[config.mk]
export PLATFORM = sky130hd
export DESIGN_NAME = step_dir_monitor_flat
export DESIGN_NICKNAME = d
export VERILOG_FILES = /design/src/rtl/tr_pkg.sv /design/src/rtl/step_dir_monitor_if.sv /design/src/rtl/sync_edge.sv /design/src/rtl/step_dir_monitor.sv /design/src/flat_wrapper.sv
export SDC_FILE = /design/constraint.sdc
export NUM_CORES = 1
export LEC_CHECK = 0
export CAP_MARGIN = 20
export CORE_ASPECT_RATIO = 0.8
export CORE_MARGIN = 2
export CORE_UTILIZATION = 57
export CTS_BUF_LIST = sky130_fd_sc_hd__clkbuf_4
export DETAILED_ROUTE_END_ITERATION = 10
export PLACE_DENSITY = 0.79
export SYNTH_ARGS = -nofsm -noshare
export SYNTH_HDL_FRONTEND = slang
export SYNTH_HIERARCHICAL = 1
export SYNTH_SLANG_ARGS = --single-unit
[constraint.sdc]
create_clock -name clk -period 2.9 [get_ports clk]
set_input_delay 0.435 -clock clk [delete_from_list [all_inputs] [get_ports clk]]
set_output_delay 0.435 -clock clk [all_outputs]
set_load 0.02 [all_outputs]
[src/rtl/tr_pkg.sv]
// rtl/tr_pkg.sv - shared constants and encodings for the step/dir monitor
// Contents: default period width, direction encoding, limit_hit bit positions,
//           post-reset rise blanking length.
package tr_pkg;

    localparam int PER_W_DEF = 12;

    typedef enum logic {
        DIR_DOWN = 1'b0,
        DIR_UP   = 1'b1
    } dir_e;

    localparam int LIM_UP_BIT = 1;
    localparam int LIM_DN_BIT = 0;

    // Clocks after reset release during which no rise may be reported, so a
    // step line that was already high while in reset does not count as a step.
    localparam int BLANK_CLKS = 3;

endpackage

[src/rtl/step_dir_monitor_if.sv]
// rtl/step_dir_monitor_if.sv - step/dir driver-side signal bundle
// master: drives drv_enable_SM, drv_step, drv_dir, clr_pos, err_clr; observes results
// slave : monitor side, reports position, step_period, period_valid, moving,
//         dir_err, overspeed, limit_hit[1:0]
interface step_dir_monitor_if #(
    parameter int POS_W = 16,
    parameter int PER_W = 12
);
    logic             drv_enable_SM;
    logic             drv_step;
    logic             drv_dir;
    logic             clr_pos;
    logic             err_clr;
    logic [POS_W-1:0] position;
    logic [PER_W-1:0] step_period;
    logic             period_valid;
    logic             moving;
    logic             dir_err;
    logic             overspeed;
    logic [1:0]       limit_hit;

    modport master (
        output drv_enable_SM, drv_step, drv_dir, clr_pos, err_clr,
        input  position, step_period, period_valid, moving, dir_err, overspeed, limit_hit
    );

    modport slave (
        input  drv_enable_SM, drv_step, drv_dir, clr_pos, err_clr,
        output position, step_period, period_valid, moving, dir_err, overspeed, limit_hit
    );

endinterface

[src/rtl/sync_edge.sv]
// rtl/sync_edge.sv - 2-FF synchroniser with registered rising-edge detect
// Ports: clk, rst (sync, active-low), din (asynchronous input),
//        sync (synchronised level), rise (1-clk strobe, registered)
module sync_edge
    import tr_pkg::*;
(
    input  logic clk,
    input  logic rst,
    input  logic din,
    output logic sync,
    output logic rise
);

    localparam int                 BLANK_W    = $clog2(BLANK_CLKS + 1);
    localparam logic [BLANK_W-1:0] BLANK_INIT = BLANK_W'(BLANK_CLKS);

    logic               s1_q, s1_d;
    logic               s2_q, s2_d;
    logic               s3_q, s3_d;
    logic               rise_q, rise_d;
    logic [BLANK_W-1:0] blank_q, blank_d;

    always_comb begin
        s1_d    = din;
        s2_d    = s1_q;
        s3_d    = s2_q;
        blank_d = (blank_q != '0) ? blank_q - BLANK_W'(1) : '0;
        // A level that was high through reset shows up as a rise while the
        // pipeline refills; suppress it until the blanking count expires.
        rise_d  = s2_q & ~s3_q & (blank_q == '0);
    end

    always_ff @(posedge clk) begin
        if (!rst) begin
            s1_q    <= 1'b0;
            s2_q    <= 1'b0;
            s3_q    <= 1'b0;
            rise_q  <= 1'b0;
            blank_q <= BLANK_INIT;
        end else begin
            s1_q    <= s1_d;
            s2_q    <= s2_d;
            s3_q    <= s3_d;
            rise_q  <= rise_d;
            blank_q <= blank_d;
        end
    end

    assign sync = s2_q;
    assign rise = rise_q;

endmodule

[src/rtl/step_dir_monitor.sv]
// rtl/step_dir_monitor.sv - decodes drv_step/drv_dir into position, step period and fault flags
// Ports: clk, rst (sync, active-low), bus (step_dir_monitor_if.slave):
//        in  drv_enable_SM, drv_step, drv_dir, clr_pos, err_clr
//        out position, step_period, period_valid, moving, dir_err, overspeed, limit_hit
module step_dir_monitor
    import tr_pkg::*;
#(
    parameter int POS_W      = 16,
    parameter int POS_MIN    = 0,
    parameter int POS_MAX    = 1000,
    parameter int POS_HOME   = 500,
    parameter int PER_W      = PER_W_DEF,
    parameter int DIR_SETUP  = 2,
    parameter int MIN_PERIOD = 4
) (
    input logic                clk,
    input logic                rst,
    step_dir_monitor_if.slave  bus
);

    localparam logic [POS_W-1:0] POS_MIN_L    = POS_W'(POS_MIN);
    localparam logic [POS_W-1:0] POS_MAX_L    = POS_W'(POS_MAX);
    localparam logic [POS_W-1:0] POS_HOME_L   = POS_W'(POS_HOME);
    localparam int               DC_W         = (DIR_SETUP < 1) ? 1 : $clog2(DIR_SETUP + 1);
    localparam logic [DC_W-1:0]  DIR_SETUP_L  = DC_W'(DIR_SETUP);
    localparam logic [PER_W-1:0] PER_MAX      = '1;
    localparam logic [PER_W:0]   MIN_PERIOD_L = (PER_W + 1)'(MIN_PERIOD);

    logic step_rise;
    logic step_sync_unused;
    logic dir_s;
    logic dir_rise_unused;
    logic accept;
    logic dir_chg;
    logic [PER_W:0] cnt_inc;

    logic [POS_W-1:0] position_q,     position_d;
    logic [PER_W-1:0] step_period_q,  step_period_d;
    logic             period_valid_q, period_valid_d;
    logic             moving_q,       moving_d;
    logic             dir_err_q,      dir_err_d;
    logic             overspeed_q,    overspeed_d;
    logic [1:0]       limit_hit_q,    limit_hit_d;
    logic [PER_W-1:0] cnt_q,          cnt_d;
    logic             has_prev_q,     has_prev_d;
    logic             dir_prev_q,     dir_prev_d;
    logic [DC_W-1:0]  dir_cnt_q,      dir_cnt_d;

    sync_edge u_step_sync (
        .clk  (clk),
        .rst  (rst),
        .din  (bus.drv_step),
        .sync (step_sync_unused),
        .rise (step_rise)
    );

    // Same depth as the step path so dir_s and the step rise see the pins
    // with matching delay; only the level is needed here.
    sync_edge u_dir_sync (
        .clk  (clk),
        .rst  (rst),
        .din  (bus.drv_dir),
        .sync (dir_s),
        .rise (dir_rise_unused)
    );

    assign accept  = step_rise & bus.drv_enable_SM;
    assign dir_chg = dir_s ^ dir_prev_q;
    assign cnt_inc = {1'b0, cnt_q} + (PER_W + 1)'(1);

    always_comb begin
        position_d     = position_q;
        step_period_d  = step_period_q;
        period_valid_d = 1'b0;
        moving_d       = moving_q;
        // Sticky flags: err_clr drops them, any set below overrides the clear.
        dir_err_d      = dir_err_q & ~bus.err_clr;
        overspeed_d    = overspeed_q & ~bus.err_clr;
        limit_hit_d    = limit_hit_q & ~{2{bus.err_clr}};
        cnt_d          = cnt_q;
        has_prev_d     = has_prev_q;
        dir_prev_d     = dir_s;
        dir_cnt_d      = dir_cnt_q;

        // Cycles since dir_s last changed, saturating at the setup window.
        if (dir_chg) begin
            dir_cnt_d = '0;
        end else if (dir_cnt_q < DIR_SETUP_L) begin
            dir_cnt_d = dir_cnt_q + DC_W'(1);
        end

        if (step_rise && (dir_cnt_q < DIR_SETUP_L)) begin
            dir_err_d = 1'b1;
        end

        // Position: a home load takes precedence and swallows a coincident step.
        if (bus.clr_pos) begin
            position_d = POS_HOME_L;
        end else if (accept) begin
            if (dir_s == DIR_UP) begin
                if (position_q == POS_MAX_L) begin
                    limit_hit_d[LIM_UP_BIT] = 1'b1;
                end else begin
                    position_d = position_q + POS_W'(1);
                end
            end else begin
                if (position_q == POS_MIN_L) begin
                    limit_hit_d[LIM_DN_BIT] = 1'b1;
                end else begin
                    position_d = position_q - POS_W'(1);
                end
            end
        end

        // Period measurement. The measured interval is cnt+1 because the
        // counter restarts at 0 on the edge that accepts a step.
        if (!bus.drv_enable_SM) begin
            cnt_d      = '0;
            has_prev_d = 1'b0;
            moving_d   = 1'b0;
        end else if (accept) begin
            cnt_d      = '0;
            has_prev_d = 1'b1;
            moving_d   = 1'b1;
            if (has_prev_q) begin
                step_period_d  = (cnt_q == PER_MAX) ? PER_MAX : cnt_inc[PER_W-1:0];
                period_valid_d = 1'b1;
                if (cnt_inc < MIN_PERIOD_L) begin
                    overspeed_d = 1'b1;
                end
            end
        end else if (cnt_q != PER_MAX) begin
            cnt_d = cnt_inc[PER_W-1:0];
        end else begin
            moving_d = 1'b0;
        end
    end

    always_ff @(posedge clk) begin
        if (!rst) begin
            position_q     <= POS_HOME_L;
            step_period_q  <= '0;
            period_valid_q <= 1'b0;
            moving_q       <= 1'b0;
            dir_err_q      <= 1'b0;
            overspeed_q    <= 1'b0;
            limit_hit_q    <= 2'b00;
            cnt_q          <= '0;
            has_prev_q     <= 1'b0;
            dir_prev_q     <= 1'b0;
            dir_cnt_q      <= '0;
        end else begin
            position_q     <= position_d;
            step_period_q  <= step_period_d;
            period_valid_q <= period_valid_d;
            moving_q       <= moving_d;
            dir_err_q      <= dir_err_d;
            overspeed_q    <= overspeed_d;
            limit_hit_q    <= limit_hit_d;
            cnt_q          <= cnt_d;
            has_prev_q     <= has_prev_d;
            dir_prev_q     <= dir_prev_d;
            dir_cnt_q      <= dir_cnt_d;
        end
    end

    assign bus.position     = position_q;
    assign bus.step_period  = step_period_q;
    assign bus.period_valid = period_valid_q;
    assign bus.moving       = moving_q;
    assign bus.dir_err      = dir_err_q;
    assign bus.overspeed    = overspeed_q;
    assign bus.limit_hit    = limit_hit_q;

endmodule

[src/flat_wrapper.sv]
// flat-port wrapper written by rule: the top's interface ports become plain ports
module step_dir_monitor_flat import tr_pkg::*;
#(
    parameter int POS_W      = 16,
    parameter int POS_MIN    = 0,
    parameter int POS_MAX    = 1000,
    parameter int POS_HOME   = 500,
    parameter int PER_W      = PER_W_DEF,
    parameter int DIR_SETUP  = 2,
    parameter int MIN_PERIOD = 4
)
  (clk, rst, bus_drv_enable_SM, bus_drv_step, bus_drv_dir, bus_clr_pos, bus_err_clr, bus_position, bus_step_period, bus_period_valid, bus_moving, bus_dir_err, bus_overspeed, bus_limit_hit);
  step_dir_monitor_if #(.POS_W(POS_W), .PER_W(PER_W)) bus_i ();
  input logic clk;
  input logic rst;
  input wire logic [$bits(bus_i.drv_enable_SM)-1:0] bus_drv_enable_SM;
  input wire logic [$bits(bus_i.drv_step)-1:0] bus_drv_step;
  input wire logic [$bits(bus_i.drv_dir)-1:0] bus_drv_dir;
  input wire logic [$bits(bus_i.clr_pos)-1:0] bus_clr_pos;
  input wire logic [$bits(bus_i.err_clr)-1:0] bus_err_clr;
  output wire logic [$bits(bus_i.position)-1:0] bus_position;
  output wire logic [$bits(bus_i.step_period)-1:0] bus_step_period;
  output wire logic [$bits(bus_i.period_valid)-1:0] bus_period_valid;
  output wire logic [$bits(bus_i.moving)-1:0] bus_moving;
  output wire logic [$bits(bus_i.dir_err)-1:0] bus_dir_err;
  output wire logic [$bits(bus_i.overspeed)-1:0] bus_overspeed;
  output wire logic [$bits(bus_i.limit_hit)-1:0] bus_limit_hit;
  assign bus_i.drv_enable_SM = bus_drv_enable_SM;
  assign bus_i.drv_step = bus_drv_step;
  assign bus_i.drv_dir = bus_drv_dir;
  assign bus_i.clr_pos = bus_clr_pos;
  assign bus_i.err_clr = bus_err_clr;
  assign bus_position = bus_i.position;
  assign bus_step_period = bus_i.step_period;
  assign bus_period_valid = bus_i.period_valid;
  assign bus_moving = bus_i.moving;
  assign bus_dir_err = bus_i.dir_err;
  assign bus_overspeed = bus_i.overspeed;
  assign bus_limit_hit = bus_i.limit_hit;
  step_dir_monitor #(.POS_W(POS_W), .POS_MIN(POS_MIN), .POS_MAX(POS_MAX), .POS_HOME(POS_HOME), .PER_W(PER_W), .DIR_SETUP(DIR_SETUP), .MIN_PERIOD(MIN_PERIOD)) u_core (.clk(clk), .rst(rst), .bus(bus_i));
endmodule
==> results.md <==
* Status: complete, but fails checks
* Failing checks: design-rule violations
* Fmax at 370 MHz
* Final HPWL DP at a little over 5000 um
* Crit-path max cell delay at slightly above 0.4 ns
* Minimum clock period at 2.70 ns
* R2R Path Start: u_core/u_dir_sync/sync$_SDFF_PN0_
* Ratio of cells with drive above 1 in the final layout at 8.87%
* Setup repair bufs after CTS at 0
* Reg2Reg Capture Point: u_core/bus.position[15]$_SDFFE_PP0P_
* Sw power at approximately 380 uW
* Final setup TNS at 0 ns
* Max Slew Vio Count at 0
* Peak VDD IR at 0.256 mV
* Vias in the first global route at ~2500
* Mapped Avg Cell Area at 8.46 um2
* Syn Nets at 384
* First-pass GRT wire length at 11800 um
* CP Class: register to register
* CTS resizes at 0
* Worst path cell trace: inv_1 > buf_4 > ha_1 > a21oi_1 > o211ai_1 > a221oi_1 > o41ai_2 > xnor2_1 > or3_1 > a21oi_1
* R2R Setup Slk at approximately 0.2 ns
* Largest net degree at the start of global routing at 20
* Crit Path Max Fanout at 10
* GPL Wtd Cong at slightly below 1
* Final #Nets at 424
* CP endpoint kind: register
* # IOs at around 40
* Synth-to-Final Area Change at 18.7%
* Antenna diode count at 0
* Die width at between 80 and 90 um
* Max transition margin at between 60% and 70%
* DR pass1 iterations at 8
* Worst Hold Endpoint: u_core/u_step_sync/sync$_SDFF_PN0_
* Pwr dens at 437 mW/mm2
* Synthesis Warnings at 6
* Area of the die at 0.00596 mm2
* Worst-Skew Late Latency at 0.41 ns
* H-tree levels at 3
* Clock Tree Root: clkbuf_4
* Internal power at 1.20 mW
* Fill count at 419
* Fin util at between 70% and 80%
* Die height at 69.5 um
* CTS Buf Count at 9
* Core area at 0.00509 mm2
* Hold Startpoint: u_core/u_step_sync/s1_q$_SDFF_PN0_
* Layout Skew at 0.00905 ns
* Sequential share of power at 51.7%
* Initial DRC Count at 203
* RSZ-0062 raised after global routing: no
* IO buf count at 40
* # hold bufs at CTS at 0
* Lkg Pwr at about 1.5 nW
* Fin. Hold Viols at 0
* Synth Instances at 361
* Initial antenna violation count at 0
* Max cap viols at 0
* Cell Rows at 23
* CTS Buffer Depth at 2
* Crit-path slowest cell: dfxtp_1
* Final setup fails at 0
* Hold Crit Class: register to register
* Reg2Reg Depth at 10
* Crit path required time at 3.26 ns
* Worst slew pin tran at roughly 0.49 ns
* Total GRT Usage at approximately 25%
* Worst endpoint data arrival time at 3.06 ns
* CP Launch Type: register
* Non-Filler Instances at ~470
* Drt drc at 3
* CTS tree: built
* Switch share at 24.0%
* Routed WL at ~7100 um
* Clk sink count at 58
* Via count at 2712
* Avg Vias per Cell at 5.79
* Combinational power share at 7.9%
* Placed cells at 452
* Hold Crit Depth at 1
* Critical path's most frequent cell: a21oi_1
* Clock power frac at between 40% and 50%
* Total gr overflow at 0
* Period utilisation layout at 93.3%
* Initial Util at 59.9%
* Post-route ant nets at 0
* Syn Std Cell Area at between 0.003 and 0.004 mm2
* Clock-pin slew on the worst setup and hold paths at 0.10 ns
* WL per Instance at approximately 15 um
## worst max path at each step
stage	slack (ns)	to	from
after floorplan	0.34	u_core/bus.position[15]$_SDFFE_PP0P_	u_core/u_dir_sync/sync$_SDFF_PN0_
after global placement	0.40	u_core/bus.position[15]$_SDFFE_PP0P_	u_core/u_dir_sync/sync$_SDFF_PN0_
after detailed placement	0.25	u_core/bus.position[15]$_SDFFE_PP0P_	u_core/u_dir_sync/sync$_SDFF_PN0_
after CTS	0.22	u_core/bus.position[15]$_SDFFE_PP0P_	u_core/u_dir_sync/sync$_SDFF_PN0_
after global routing	0.01	u_core/bus.position[15]$_SDFFE_PP0P_	u_core/u_dir_sync/sync$_SDFF_PN0_
final	0.20	u_core/bus.position[15]$_SDFFE_PP0P_	u_core/u_dir_sync/sync$_SDFF_PN0_
## placed cells by master, fill, tap and decap left out, drive strengths merged, types with 3 or more instances in the layout
cell type,n
a31oi,3
nand3,21
nand4,6
buf,8
and2,12
ha,15
o21ai,15
inv,8
nor2,38
nor4,5
nor2b,4
a21o,4
nand2,45
nor3,3
and3,4
xnor2,15
clkinv,4
o211ai,4
clkbuf,9
o211a,10
o21a,4
dfxtp,58
clkdlybuf4s50,40
a21oi,31
xor2,12
o22ai,3
## layout make-up
class / instances / area [um2] / share of cell area (%)
Multi-Input combinational cell: 276 / 1740 / 48.1
Sequential cell: 58 / 1160 / 32.0
Timing Repair Buffer: 48 / 460 / 12.7
Clock inverter: 7 / 83.8 / 2.31
Tap cell: 62 / 77.6 / 2.14
Clock buffer: 9 / 67.6 / 1.86
Inverter: 8 / 30.0 / 0.828
## layer usage
metal | part of all wire (%) | track usage (%) | up-vias
li1 | - | - | 1350
met1 | 52 | 38.5 | 1238
met2 | 40 | 32.4 | 109
met3 | 6.4 | 6.19 | 15
met4 | 2.0 | 11.6 | 0
met5 | 0 | 0 | -
## registers in the layout (all words and copies together), names as in the netlist, 2 cells and up
signal,flops
u_core/bus.position,16
u_core/bus.step_period,12
u_core/cnt_q,12
u_core/bus.limit_hit,2
u_core/dir_cnt_q,2
u_core/u_step_sync/blank_q,2
## power groups by stage
stage | Sequential (mW) | Clock, mW | Combinational (mW)
3_3_place_gp | 0.836 | 0 | 0.120
5_1_grt | 0.820 | 0.688 | 0.138
3_5_place_dp | 0.837 | 0 | 0.122
6_report | 0.818 | 0.639 | 0.126
4_1_cts | 0.818 | 0.657 | 0.123
2_1_floorplan | 0.835 | 0 | 0.0906
## worst max-delay path: cells and delay by family, from the launching register on
| family | cells | cell delay, ns |
|---|---|---|
| AND/OR/NAND/NOR | 1 | 0.31 |
| AO/OA/AOI/OAI | 5 | 1.00 |
| flip-flops | 1 | 0.41 |
| adder cells (fa/ha/maj) | 1 | 0.39 |
| XOR/XNOR | 1 | 0.15 |
| buffers and inverters | 2 | 0.40 |
## stage by stage
stage	instance area [um2]	power [mW]	hold slack, ns	setup WS [ns]
finish	3620	1.58	0.457	0.196
detailed placement	3470	0.958	0.438	0.246
CTS	3620	1.60	0.461	0.218
floorplan	3050	0.925	0.426	0.336
global route	3620	1.65	0.478	0.00965
global placement	3470	0.956	0.431	0.400
(Power assumes the default switching activity.)
